## src/rtl/uart_link_engine.sv

```systemverilog
// Full-duplex UART engine: valid/ready word interfaces on both sides, configurable
// bit period, width, parity and stop bits, with frame/parity/overrun reporting.
module uart_link_engine #(
  parameter int CLKS_PER_BIT = 434,
  parameter int DATA_BITS    = 8,
  parameter int PARITY       = 0,
  parameter int STOP_BITS    = 1
) (
  input  logic                 clk_i,
  input  logic                 rst_ni,
  input  logic [DATA_BITS-1:0] tx_data_i,
  input  logic                 tx_valid_i,
  output logic                 tx_ready_o,
  output logic                 tx_busy_o,
  output logic                 uart_tx_o,
  input  logic                 uart_rx_i,
  output logic [DATA_BITS-1:0] rx_data_o,
  output logic                 rx_valid_o,
  input  logic                 rx_ready_i,
  output logic                 rx_frame_err_o,
  output logic                 rx_parity_err_o,
  output logic                 rx_overrun_o
);

  localparam int CW = $clog2(2 * CLKS_PER_BIT + 1);
  localparam int BW = $clog2(DATA_BITS);
  localparam logic [CW-1:0] BIT_LAST  = CW'(CLKS_PER_BIT - 1);
  localparam logic [CW-1:0] STOP_LAST = CW'(STOP_BITS * CLKS_PER_BIT - 1);
  localparam logic [CW-1:0] HALF      = CW'(CLKS_PER_BIT / 2);
  localparam logic [BW-1:0] DATA_LAST = BW'(DATA_BITS - 1);

  localparam logic [2:0] S_IDLE  = 3'd0;
  localparam logic [2:0] S_START = 3'd1;
  localparam logic [2:0] S_DATA  = 3'd2;
  localparam logic [2:0] S_PAR   = 3'd3;
  localparam logic [2:0] S_STOP  = 3'd4;

  logic [2:0]           r_tx_state;
  logic [CW-1:0]        r_tx_cnt;
  logic [BW-1:0]        r_tx_idx;
  logic [DATA_BITS-1:0] r_tx_shift;
  logic                 r_tx_par;
  logic                 r_tx_line;
  logic                 w_tx_bit_end;

  assign w_tx_bit_end = (r_tx_cnt == BIT_LAST);
  assign tx_ready_o   = (r_tx_state == S_IDLE);
  assign tx_busy_o    = ~tx_ready_o;
  assign uart_tx_o    = r_tx_line;

  // The line register is updated one cycle ahead so each bit lasts exactly CLKS_PER_BIT.
  always_ff @(posedge clk_i) begin
    if (!rst_ni) begin
      r_tx_state <= S_IDLE;
      r_tx_cnt   <= '0;
      r_tx_idx   <= '0;
      r_tx_shift <= '0;
      r_tx_par   <= 1'b0;
      r_tx_line  <= 1'b1;
    end else begin
      case (r_tx_state)
        S_IDLE: begin
          if (tx_valid_i) begin
            r_tx_shift <= tx_data_i;
            r_tx_par   <= (PARITY == 1) ? ~^tx_data_i : ^tx_data_i;
            r_tx_line  <= 1'b0;
            r_tx_cnt   <= '0;
            r_tx_state <= S_START;
          end
        end
        S_START: begin
          if (w_tx_bit_end) begin
            r_tx_cnt   <= '0;
            r_tx_idx   <= '0;
            r_tx_line  <= r_tx_shift[0];
            r_tx_state <= S_DATA;
          end else begin
            r_tx_cnt <= r_tx_cnt + 1'b1;
          end
        end
        S_DATA: begin
          if (w_tx_bit_end) begin
            r_tx_cnt <= '0;
            if (r_tx_idx == DATA_LAST) begin
              if (PARITY != 0) begin
                r_tx_line  <= r_tx_par;
                r_tx_state <= S_PAR;
              end else begin
                r_tx_line  <= 1'b1;
                r_tx_state <= S_STOP;
              end
            end else begin
              r_tx_idx   <= r_tx_idx + 1'b1;
              r_tx_shift <= {1'b0, r_tx_shift[DATA_BITS-1:1]};
              r_tx_line  <= r_tx_shift[1];
            end
          end else begin
            r_tx_cnt <= r_tx_cnt + 1'b1;
          end
        end
        S_PAR: begin
          if (w_tx_bit_end) begin
            r_tx_cnt   <= '0;
            r_tx_line  <= 1'b1;
            r_tx_state <= S_STOP;
          end else begin
            r_tx_cnt <= r_tx_cnt + 1'b1;
          end
        end
        S_STOP: begin
          if (r_tx_cnt == STOP_LAST) begin
            r_tx_cnt   <= '0;
            r_tx_state <= S_IDLE;
          end else begin
            r_tx_cnt <= r_tx_cnt + 1'b1;
          end
        end
        default: r_tx_state <= S_IDLE;
      endcase
    end
  end

  logic                 r_rx_meta;
  logic                 r_rx_sync;
  logic                 r_rx_prev;
  logic [2:0]           r_rx_state;
  logic [CW-1:0]        r_rx_cnt;
  logic [BW-1:0]        r_rx_idx;
  logic [DATA_BITS-1:0] r_rx_shift;
  logic                 r_rx_par_stage;
  logic                 r_rx_frm_stage;
  logic                 r_rx_commit;
  logic [DATA_BITS-1:0] r_rx_data;
  logic                 r_rx_valid;
  logic                 r_rx_frame_err;
  logic                 r_rx_parity_err;
  logic                 r_rx_overrun;
  logic                 w_rx_fall;
  logic                 w_rx_bit_end;
  logic                 w_rx_hs;

  // Requiring a high previous sample means a held-low (break) line never restarts reception.
  assign w_rx_fall    = r_rx_prev & ~r_rx_sync;
  assign w_rx_bit_end = (r_rx_cnt == BIT_LAST);
  assign w_rx_hs      = r_rx_valid & rx_ready_i;

  always_ff @(posedge clk_i) begin
    if (!rst_ni) begin
      r_rx_meta      <= 1'b1;
      r_rx_sync      <= 1'b1;
      r_rx_prev      <= 1'b1;
      r_rx_state     <= S_IDLE;
      r_rx_cnt       <= '0;
      r_rx_idx       <= '0;
      r_rx_shift     <= '0;
      r_rx_par_stage <= 1'b0;
      r_rx_frm_stage <= 1'b0;
      r_rx_commit    <= 1'b0;
    end else begin
      r_rx_meta   <= uart_rx_i;
      r_rx_sync   <= r_rx_meta;
      r_rx_prev   <= r_rx_sync;
      r_rx_commit <= 1'b0;
      case (r_rx_state)
        S_IDLE: begin
          if (w_rx_fall) begin
            r_rx_cnt   <= CW'(1);
            r_rx_state <= S_START;
          end
        end
        S_START: begin
          if (r_rx_cnt == HALF) begin
            r_rx_cnt       <= '0;
            r_rx_idx       <= '0;
            r_rx_par_stage <= 1'b0;
            r_rx_state     <= r_rx_sync ? S_IDLE : S_DATA;
          end else begin
            r_rx_cnt <= r_rx_cnt + 1'b1;
          end
        end
        S_DATA: begin
          if (w_rx_bit_end) begin
            r_rx_cnt   <= '0;
            r_rx_shift <= {r_rx_sync, r_rx_shift[DATA_BITS-1:1]};
            if (r_rx_idx == DATA_LAST) begin
              r_rx_state <= (PARITY != 0) ? S_PAR : S_STOP;
            end else begin
              r_rx_idx <= r_rx_idx + 1'b1;
            end
          end else begin
            r_rx_cnt <= r_rx_cnt + 1'b1;
          end
        end
        S_PAR: begin
          if (w_rx_bit_end) begin
            r_rx_cnt       <= '0;
            r_rx_par_stage <= (PARITY == 1) ? ~^{r_rx_shift, r_rx_sync} : ^{r_rx_shift, r_rx_sync};
            r_rx_state     <= S_STOP;
          end else begin
            r_rx_cnt <= r_rx_cnt + 1'b1;
          end
        end
        S_STOP: begin
          if (w_rx_bit_end) begin
            r_rx_cnt       <= '0;
            r_rx_frm_stage <= ~r_rx_sync;
            r_rx_commit    <= 1'b1;
            r_rx_state     <= S_IDLE;
          end else begin
            r_rx_cnt <= r_rx_cnt + 1'b1;
          end
        end
        default: r_rx_state <= S_IDLE;
      endcase
    end
  end

  // A commit coinciding with a handshake loads the new word instead of overrunning.
  always_ff @(posedge clk_i) begin
    if (!rst_ni) begin
      r_rx_data       <= '0;
      r_rx_valid      <= 1'b0;
      r_rx_frame_err  <= 1'b0;
      r_rx_parity_err <= 1'b0;
      r_rx_overrun    <= 1'b0;
    end else begin
      if (r_rx_commit && (!r_rx_valid || w_rx_hs)) begin
        r_rx_data       <= r_rx_shift;
        r_rx_frame_err  <= r_rx_frm_stage;
        r_rx_parity_err <= r_rx_par_stage;
        r_rx_valid      <= 1'b1;
      end else if (w_rx_hs) begin
        r_rx_valid <= 1'b0;
      end
      if (w_rx_hs) begin
        r_rx_overrun <= 1'b0;
      end else if (r_rx_commit && r_rx_valid) begin
        r_rx_overrun <= 1'b1;
      end
    end
  end

  assign rx_data_o       = r_rx_data;
  assign rx_valid_o      = r_rx_valid;
  assign rx_frame_err_o  = r_rx_frame_err;
  assign rx_parity_err_o = r_rx_parity_err;
  assign rx_overrun_o    = r_rx_overrun;

endmodule

```

## config.mk

```make
export PLATFORM = sky130hd
export DESIGN_NAME = uart_link_engine
export DESIGN_NICKNAME = d
export VERILOG_FILES = /design/src/rtl/uart_link_engine.sv
export SDC_FILE = /design/constraint.sdc
export NUM_CORES = 1
export LEC_CHECK = 0
export BUFFER_PORTS_ARGS = -buffer_cell sky130_fd_sc_hd__buf_2
export CORE_MARGIN = 2
export CORE_UTILIZATION = 28
export DETAILED_ROUTE_END_ITERATION = 10
export MAX_ROUTING_LAYER = met4
export SLEW_MARGIN = 10
export SYNTH_ARGS = -nofsm -noshare
export SYNTH_HDL_FRONTEND = slang
export SYNTH_SLANG_ARGS = --single-unit
```

## constraint.sdc

```tcl
create_clock -name clk_i -period 3.9 [get_ports clk_i]
set_input_delay 0.39 -clock clk_i [delete_from_list [all_inputs] [get_ports clk_i]]
set_output_delay 0.39 -clock clk_i [all_outputs]
set_load 0.02 [all_outputs]
```

==> Word level (Yosys, flattened, before mapping) <==
Cells that the tools add are included.
{ "word_totals": {"input_bits": 13, "reg_bits": 67, "wordCells": 131, "output_inout_bits": 15} }
{ "op_classes": {"n_reduce_logical": 30, "n_mux": 45, "eq_ne": 27, "bitwise": 5, "addsub": 4} }
{ "op_table": {"columns": ["operator", "count"], "rows": [
  ["2-to-1 mux 3 bit", 17],
  ["2-to-1 mux 10 bit", 5],
  ["one-hot mux 10 bit (3 select lines)", 1],
  ["one-hot mux 3 bit (5 select lines)", 2],
  ["!= test 2 bit, second input constant", 14],
  ["2-to-1 mux 8 bit", 3],
  ["adder 10 x 1 -> 10 bit, second input constant", 2],
  ["equality test 10 x 9 -> 1 bit, second input constant", 2],
  ["one-hot mux 10 bit (2 select lines)", 1],
  ["one-hot mux 8 bit (2 select lines)", 1],
  ["equality test 3 x 2 -> 1 bit, second input constant", 4],
  ["equality test 3 bit, second input constant", 4],
  ["one-hot mux 3 bit (2 select lines)", 2],
  ["AND reduction 4 bit", 3],
  ["AND reduction 6 bit", 2],
  ["nonzero test 2 bit", 6],
  ["equality test 10 x 8 -> 1 bit, second input constant", 1],
  ["2-to-1 mux 1 bit", 10],
  ["AND reduction 2 bit", 5],
  ["XOR reduction 9 bit", 1],
  ["adder 3 x 1 -> 3 bit, second input constant", 2],
  ["equality test 3 x 1 -> 1 bit, second input constant", 2],
  ["zero test 3 bit", 2],
  ["AND reduction 5 bit", 1],
  ["other kinds (14)", 18]
]} }

==> Longest topological paths before layout <==
Gate-level depths: netlist of run 1.
{ "depth": {"depth_word": 4, "depth_mapped": 8, "depth_no_buf": 7} }

==> Least setup slack after synthesis of run 1 <==
Ideal clock, no wire load.
{ "synth_path": {"path_type": "register to register", "start": "register r_rx_cnt[0]", "end": "register r_rx_state[1]", "t_required_ns": 3.830, "n_path_buf": 0, "period_less_slack_ns": 1.842, "slack_ns": 2.058, "setup_time_ns": 0.070, "arrival_time_ns": 1.772, "path_stages_with_launch": 7, "cell_sequence": "dfxtp_1 -> ha_1 -> nor3b_1 -> and4_4 -> nor3_4 -> or4b_1 -> a21oi_1"} }
{ "synth_via": {"elab_chain_len": 3, "word_cells_on_any_way": 7, "classes_between": "eq/ne (6); reduce/logical (1)"} }
{ "synth_lines": {"columns": ["element", "line_no", "rtl"], "rows": [
  ["start: declaration", "127", "logic [CW-1:0] r_rx_cnt;"],
  ["start signal: assignment", "178", "r_rx_cnt <= r_rx_cnt + 1'b1;"],
  ["start signal: assignment", "191", "r_rx_cnt <= r_rx_cnt + 1'b1;"],
  ["start signal: assignment", "200", "r_rx_cnt <= r_rx_cnt + 1'b1;"],
  ["equality test 10 x 8 -> 1 bit / equality test 10 x 9 -> 1 bit (equally long branches)", "172, 144", null],
  ["!= test 2 bit (no source line)", null, null],
  ["AND reduction 6 bit (no source line) (*)", null, null],
  ["end signal: assignment", "176", "r_rx_state <= r_rx_sync ? S_IDLE : S_DATA;"],
  ["end signal: assignment", "186", "r_rx_state <= (PARITY != 0) ? S_PAR : S_STOP;"],
  ["end: declaration", "126", "logic [2:0] r_rx_state;"]
]} }
Mark *: on every way between the ends. The rest lies on a longest branch, timed or not.
A chain may end at the register's enable or synchronous reset.

==> Worst setup path after layout of run 1 <==
{ "layout_path": {"start": "register r_rx_cnt[0]", "end": "register r_rx_shift[5]"} }
{ "layout_via": {"elab_chain_len": 2} }
{ "layout_lines": {"columns": ["element", "line_no", "rtl"], "rows": [
  ["equality test 10 x 9 -> 1 bit", "144", "assign w_rx_bit_end = (r_rx_cnt == BIT_LAST);"],
  ["AND reduction 2 bit (no source line)", null, null],
  ["end signal: assignment", "184", "r_rx_shift <= {r_rx_sync, r_rx_shift[DATA_BITS-1:1]};"],
  ["end: declaration", "129", "logic [DATA_BITS-1:0] r_rx_shift;"]
]} }
No other way between the ends.

==> results of run 1 <==
sequential cells by signal, indices dropped and copies added (netlist names), 3 cells and up:
register    count
r_rx_state      3
r_tx_cnt       10
r_tx_shift      8
r_rx_cnt       10
r_rx_shift      8
r_tx_idx        3
r_tx_state      3
r_rx_idx        3
rx_data_o       8
cells in the mapped netlist (3+ instances only):
cell type | n | share of area (%)
nor3_1 | 8 | 1.2
buf_2 | 7 | 1.1
nor4_1 | 3 | 0.58
o21ai_0 | 11 | 1.7
dfxtp_1 | 67 | 41
a31oi_1 | 5 | 0.96
and3_1 | 5 | 0.96
or3_1 | 3 | 0.58
ha_1 | 8 | 3.1
nor2b_1 | 8 | 1.5
nand3_1 | 24 | 3.7
xnor2_1 | 10 | 2.7
a21oi_1 | 23 | 3.5
nand2_1 | 42 | 4.8
clkbuf_1 | 12 | 1.4
a22oi_1 | 3 | 0.69
a211oi_1 | 3 | 0.69
mux2i_1 | 20 | 6.1
nand2b_1 | 4 | 0.77
nor3b_1 | 3 | 0.69
o31ai_1 | 7 | 1.6
inv_1 | 9 | 1.0
nor2_1 | 52 | 6.0
nand4_1 | 4 | 0.77
xor2_1 | 7 | 1.9
worst max-delay path: cells and delay by family, from the launching register on:
| family | cells | cell delay (ns) |
|---|---|---|
| and+or+nand+nor | 4 | 1.32 |
| DFF | 1 | 0.46 |
| AOI/OAI and AO/OA | 1 | 0.07 |
| adders and majority gates | 1 | 0.21 |
cells in the final DEF, fill, tap and decap left out, drive strengths merged, types with 4 or more instances in the layout:
| master | synthesis | layout |
|---|---|---|
| o31ai | 7 | 7 |
| ha | 8 | 8 |
| and3 | 5 | 5 |
| dfxtp | 67 | 67 |
| xor2 | 8 | 8 |
| nand2b | 4 | 4 |
| nor3 | 9 | 9 |
| nand4 | 4 | 4 |
| a21oi | 23 | 23 |
| nor2 | 53 | 53 |
| nor2b | 8 | 8 |
| xnor2 | 10 | 10 |
| inv | 9 | 9 |
| nand2 | 42 | 42 |
| nand3 | 25 | 25 |
| mux2i | 20 | 20 |
| clkbuf | 12 | 10 |
| buf | 7 | 29 |
| a31oi | 5 | 5 |
| o21ai | 11 | 11 |
per-layer routing:
metal	wire, um	global-route usage (%)	up-vias
met5	0	-	-
met4	95	3.95	0
met3	269	3.59	11
met2	3200	18.7	48
met1	3320	13.9	1256
li1	-	-	1405
cell families after synthesis:
logic type                 share of synthesized area (%)
adders and majority gates                           3.07
buffers and inverters                               3.61
xor gates and xnor gates                            5.41
muxes                                               6.84
AOI/OAI and AO/OA                                   12.9
DFF                                                 41.2
and+or+nand+nor                                     27.0
worst paths after layout:
check              start             to  slack, ns
min            uart_rx_i      r_rx_meta       0.25
max          r_rx_cnt[0]  r_rx_shift[5]       1.71
min reg2reg    r_rx_meta      r_rx_sync       0.42
max reg2reg  r_rx_cnt[0]  r_rx_shift[5]       1.71
per-stage QoR:
step           cell area (um^2)  hold WS [ns]  setup WS (ns)  cells
6_report                   3830         0.248           1.71    554
3_5_place_dp               3510         0.403           1.73    538
4_1_cts                    3830         0.238           1.70    554
2_1_floorplan              3260         0.386           2.06    385
5_1_grt                    3830         0.263           1.51    554
3_3_place_gp               3510         0.407           1.82    538
power groups by stage:
stage / clock network [mW] / logic (mW) / registers, mW
floorplan: 0 / 0.0561 / 0.718
global placement: 0 / 0.0733 / 0.721
detailed placement: 0 / 0.0747 / 0.722
CTS: 0.902 / 0.0751 / 0.707
global route: 0.928 / 0.0836 / 0.709
finish: 0.883 / 0.0743 / 0.707
cell type report:
class / instances / area [um^2]
clock buffers: 10 / 239
inverters: 10 / 37.5
flip-flops and latches: 67 / 1340
fillers: 1174 / 7530
clock inverters: 6 / 88.8
well taps: 143 / 179
multi-input cells: 289 / 1800
repair buffers: 29 / 150
==> flow_summary.toml, run 1 <==
[floorplanning]
coreArea_um2 = 11400
die-area_um2 = 12500
die_h_um = 112
die_x_um = 112
rows = 39
start_util_pct = 28.7
boundaryPins = 28

[routing]
drc_errors = 0
wl_per_cell_um = 12.4
drt_iter0_drc = 198
route.vias.total = 2720
wirelength_mm = 6.89
postRouteAntennaNets = 0
vias_per_cell = 4.91
dr.pass1.iters = 4

[synth]
ys_types = 53
syn_area_per_cell_um2 = 8.46
synth_ff_type = "dfxtp_1"
ys_seq_elements = 67
seq_area_frac_synth_pct = 41.2
ys_warn_count = 0
synth_area_um2 = 3260
synthArstFlopShare_pct = 0
synth_nets = 406
synthCells = 385
synth_edf_count = 0

[timing]
post-route-period-util_pct = 56.2
setup_viol = 0
worst_pin_slew_ns = 0.655
hold_viol = 0
fin_skew_ns = 0.00703
slew_headroom_pct = 56.2
totalNegativeSetupSlack_ns = 0
drv_slew = 0
fmax_ghz = 0.456
period_needed_ns = 2.19
grt_setup_unrepaired = "false"

[final_layout]
post-route-util_pct = 33.7
diodes = 0
area_growth_pct = 17.7
drive_gt1_share_pct = 13.4
fin_nets = 427

[power_and_ir_drop]
p_leak_nw = 1.47
p_sw_share_pct = 21.9
p_clk_share_pct = 53.0
pwr-share-comb_pct = 4.5
cellPowerDensity_nw_per_um2 = 434
power_frac_seq_pct = 42.5
peakVddDrop_v = 0.000209
p_switching_uw = 364
power.internal_mw = 1.30
p_total_mw = 1.66

[setup_path]
slowest_stage = "and3_1"
required_ns = 4.10
crit_path_end_kind = "flip-flop"
critPathLaunchType = "flip-flop"
crit_type = "reg -> reg"
path_cells = "ha_1 -> nor3b_1 -> and3_1 -> nand2_1 -> nand2_1 -> a21oi_1"
rr_worst_depth = 6
slowest_delay_ns = 0.54
crit_top_cell = "nand2_1"
arrival_ns = 2.39
cp_max_fo = 14

[global_route]
grt_pass1_vias = 2568
overflow = 0
grt_start_max_net_pins = 34
antenna_found_initial = 0
grt_pass1_wl_mm = 11.7
grt.total_usage_pct = 11.7

[clock_network]
cts_buffer_depth = 2
cts_made_buffers = 9
cts_num_sinks = 67
hold_buffers = 0
cts_root_buf = "clkbuf_16"
cts_resized = 0
clk_pin_slew_ns = 0.06
cts_max_level = 3
clk_latency_ns = 0.33
cts_setup_buffers = 0
cts_tree = "yes"

[placement]
io_buffers = 27
gp_congestion = 0.845
hpwl_mm = 4.69

[status]
status = "completed"

[job]
maxCapViolations = 0

[hold_path]
hold_class = "in -> reg"
hold_depth = 2
Power figures use the tool's default switching activity.
==> run 2, diff against run 1 <==
Clock period 3.9 ns to 2.2 ns, I/O delays scaled along.
==> flow_summary.toml, run 2 (same netlist as run 1, synthesis figures left out) <==
[final_layout]
layout_common_cells = "67 x dfxtp_1, 52 x nor2_1, 42 x nand2_1, 27 x buf_2, 24 x nand3_1"
nFillCells = 1196
drive_gt1_share_pct = 14.0
fin_nets = 430
top_regs = "r_rx_cnt: 10 flops, r_tx_cnt: 10 flops"
diodes = 0
area_growth_pct = 16.9
final_common_cell = "dfxtp_1"
final_cell_count_no_fill = 557

[setup_path]
arrival_ns = 2.35
critPathLaunchType = "flip-flop"
required_ns = 2.46
crit_path_end_kind = "flip-flop"
crit_type = "reg -> reg"
cp_max_fo = 16

[global_route]
grt.total_usage_pct = 11.9
overflow = 0
grt_start_max_net_pins = 51
antenna_found_initial = 0
grt_pass1_vias = 2611
grt_pass1_wl_mm = 11.9

[clock_network]
hold_buffers = 0
cts_resized = 0
cts_root_buf = "clkbuf_16"
clk_latency_ns = 0.33
cts_buffer_depth = 2
cts_tree = "yes"
cts_num_sinks = 67
cts_max_level = 3
cts_setup_buffers = 0
clk_pin_slew_ns = 0.06
cts_made_buffers = 9

[routing]
vias_per_cell = 4.95
wl_per_cell_um = 12.4
wirelength_mm = 6.91
drt_iter0_drc = 187
dr.pass1.iters = 4
drc_errors = 0
postRouteAntennaNets = 0
route.vias.total = 2755

[placement]
gp_congestion = 0.853
preCtsSetupSlack_ns = 0.153
dp_cells = 541
hpwl_mm = 4.65
io_buffers = 27

[timing]
timing.final.ws_setup_ns = 0.106
totalNegativeSetupSlack_ns = 0
period_needed_ns = 2.09
drv_slew = 0
slew_headroom_pct = 55.2
fin_skew_ns = 0.00693
grt_setup_unrepaired = "false"
worst_pin_slew_ns = 0.670
setup_viol = 0
fmax_ghz = 0.477
hold_viol = 0
timing.hold.ws_ns = 0.0828
post-route-period-util_pct = 95.2

[power_and_ir_drop]
cellPowerDensity_nw_per_um2 = 714
pwr-share-comb_pct = 4.9
p_clk_share_pct = 49.0
p_sw_share_pct = 23.7
power_frac_seq_pct = 46.1
p_leak_nw = 1.47
p_switching_uw = 644
peakVddDrop_v = 0.000465
power.internal_mw = 2.07

[floorplanning]
die_x_um = 112
boundaryPins = 28
die_h_um = 112
die-area_um2 = 12500
start_util_pct = 28.7
coreArea_um2 = 11400
rows = 39

[status]
status = "completed"

[job]
maxCapViolations = 0

[hold_path]
hold_class = "in -> reg"
-- run 2: cell type report --
type                            count  area, um^2  area share, %
Sequential cell                    67        1340           35.2
Timing Repair Buffer               32         173           4.53
Inverter                           10        37.5          0.986
Tap cell                          143         179           4.70
Clock buffer                       10         239           6.27
Clock inverter                      6        40.0           1.05
Multi-Input combinational cell    289        1800           47.2
-- run 2: power by group through the flow --
stage          combinational [mW]  sequential [mW]  clock, mW
2_1_floorplan              0.0995             1.27          0
3_3_place_gp                0.130             1.28          0
3_5_place_dp                0.133             1.28          0
4_1_cts                     0.133             1.25       1.37
5_1_grt                     0.148             1.26       1.42
6_report                    0.132             1.25       1.33
-- run 2: path summary, 6_finish.rpt --
check                                  from            end  slack (ns)  cells past startpoint
worst max register to register  r_rx_cnt[0]  r_rx_state[1]        0.11                      6
worst min register to register    r_rx_meta      r_rx_sync        0.40                      1
worst max-delay path            r_rx_cnt[0]  r_rx_state[1]        0.11                      6
worst min-delay path              uart_rx_i      r_rx_meta        0.08                      2
-- run 2: worst max-delay path, stage by stage (launching register included) --
cell,delay [ns]
dfxtp_1,0.44
ha_1,0.21
nor3b_1,0.30
o2111a_2,0.30
nor3_4,0.10
or4b_1,0.52
a21oi_1,0.15
-- run 2: layer usage --
layer / part of all wire [%] / wire length (um) / global-route usage, % / vias to the layer above
met1: 48 / 3290 / 14.4 / 1303
met2: 47 / 3250 / 18.5 / 33
li1: - / - / - / 1407
met4: 1.9 / 128 / 4.28 / 0
met3: 3.6 / 247 / 4.03 / 12
met5: 0 / 0 / - / -
-- run 2: stage by stage --
step | power (mW) | cell area [um^2] | utilization, %
after floorplan | 1.37 | 3260 | -
after global placement | 1.41 | 3530 | 31.0
after detailed placement | 1.41 | 3530 | 31.0
after CTS | 2.76 | 3810 | 33.5
after global routing | 2.83 | 3810 | 33.5
final | 2.72 | 3810 | 33.5
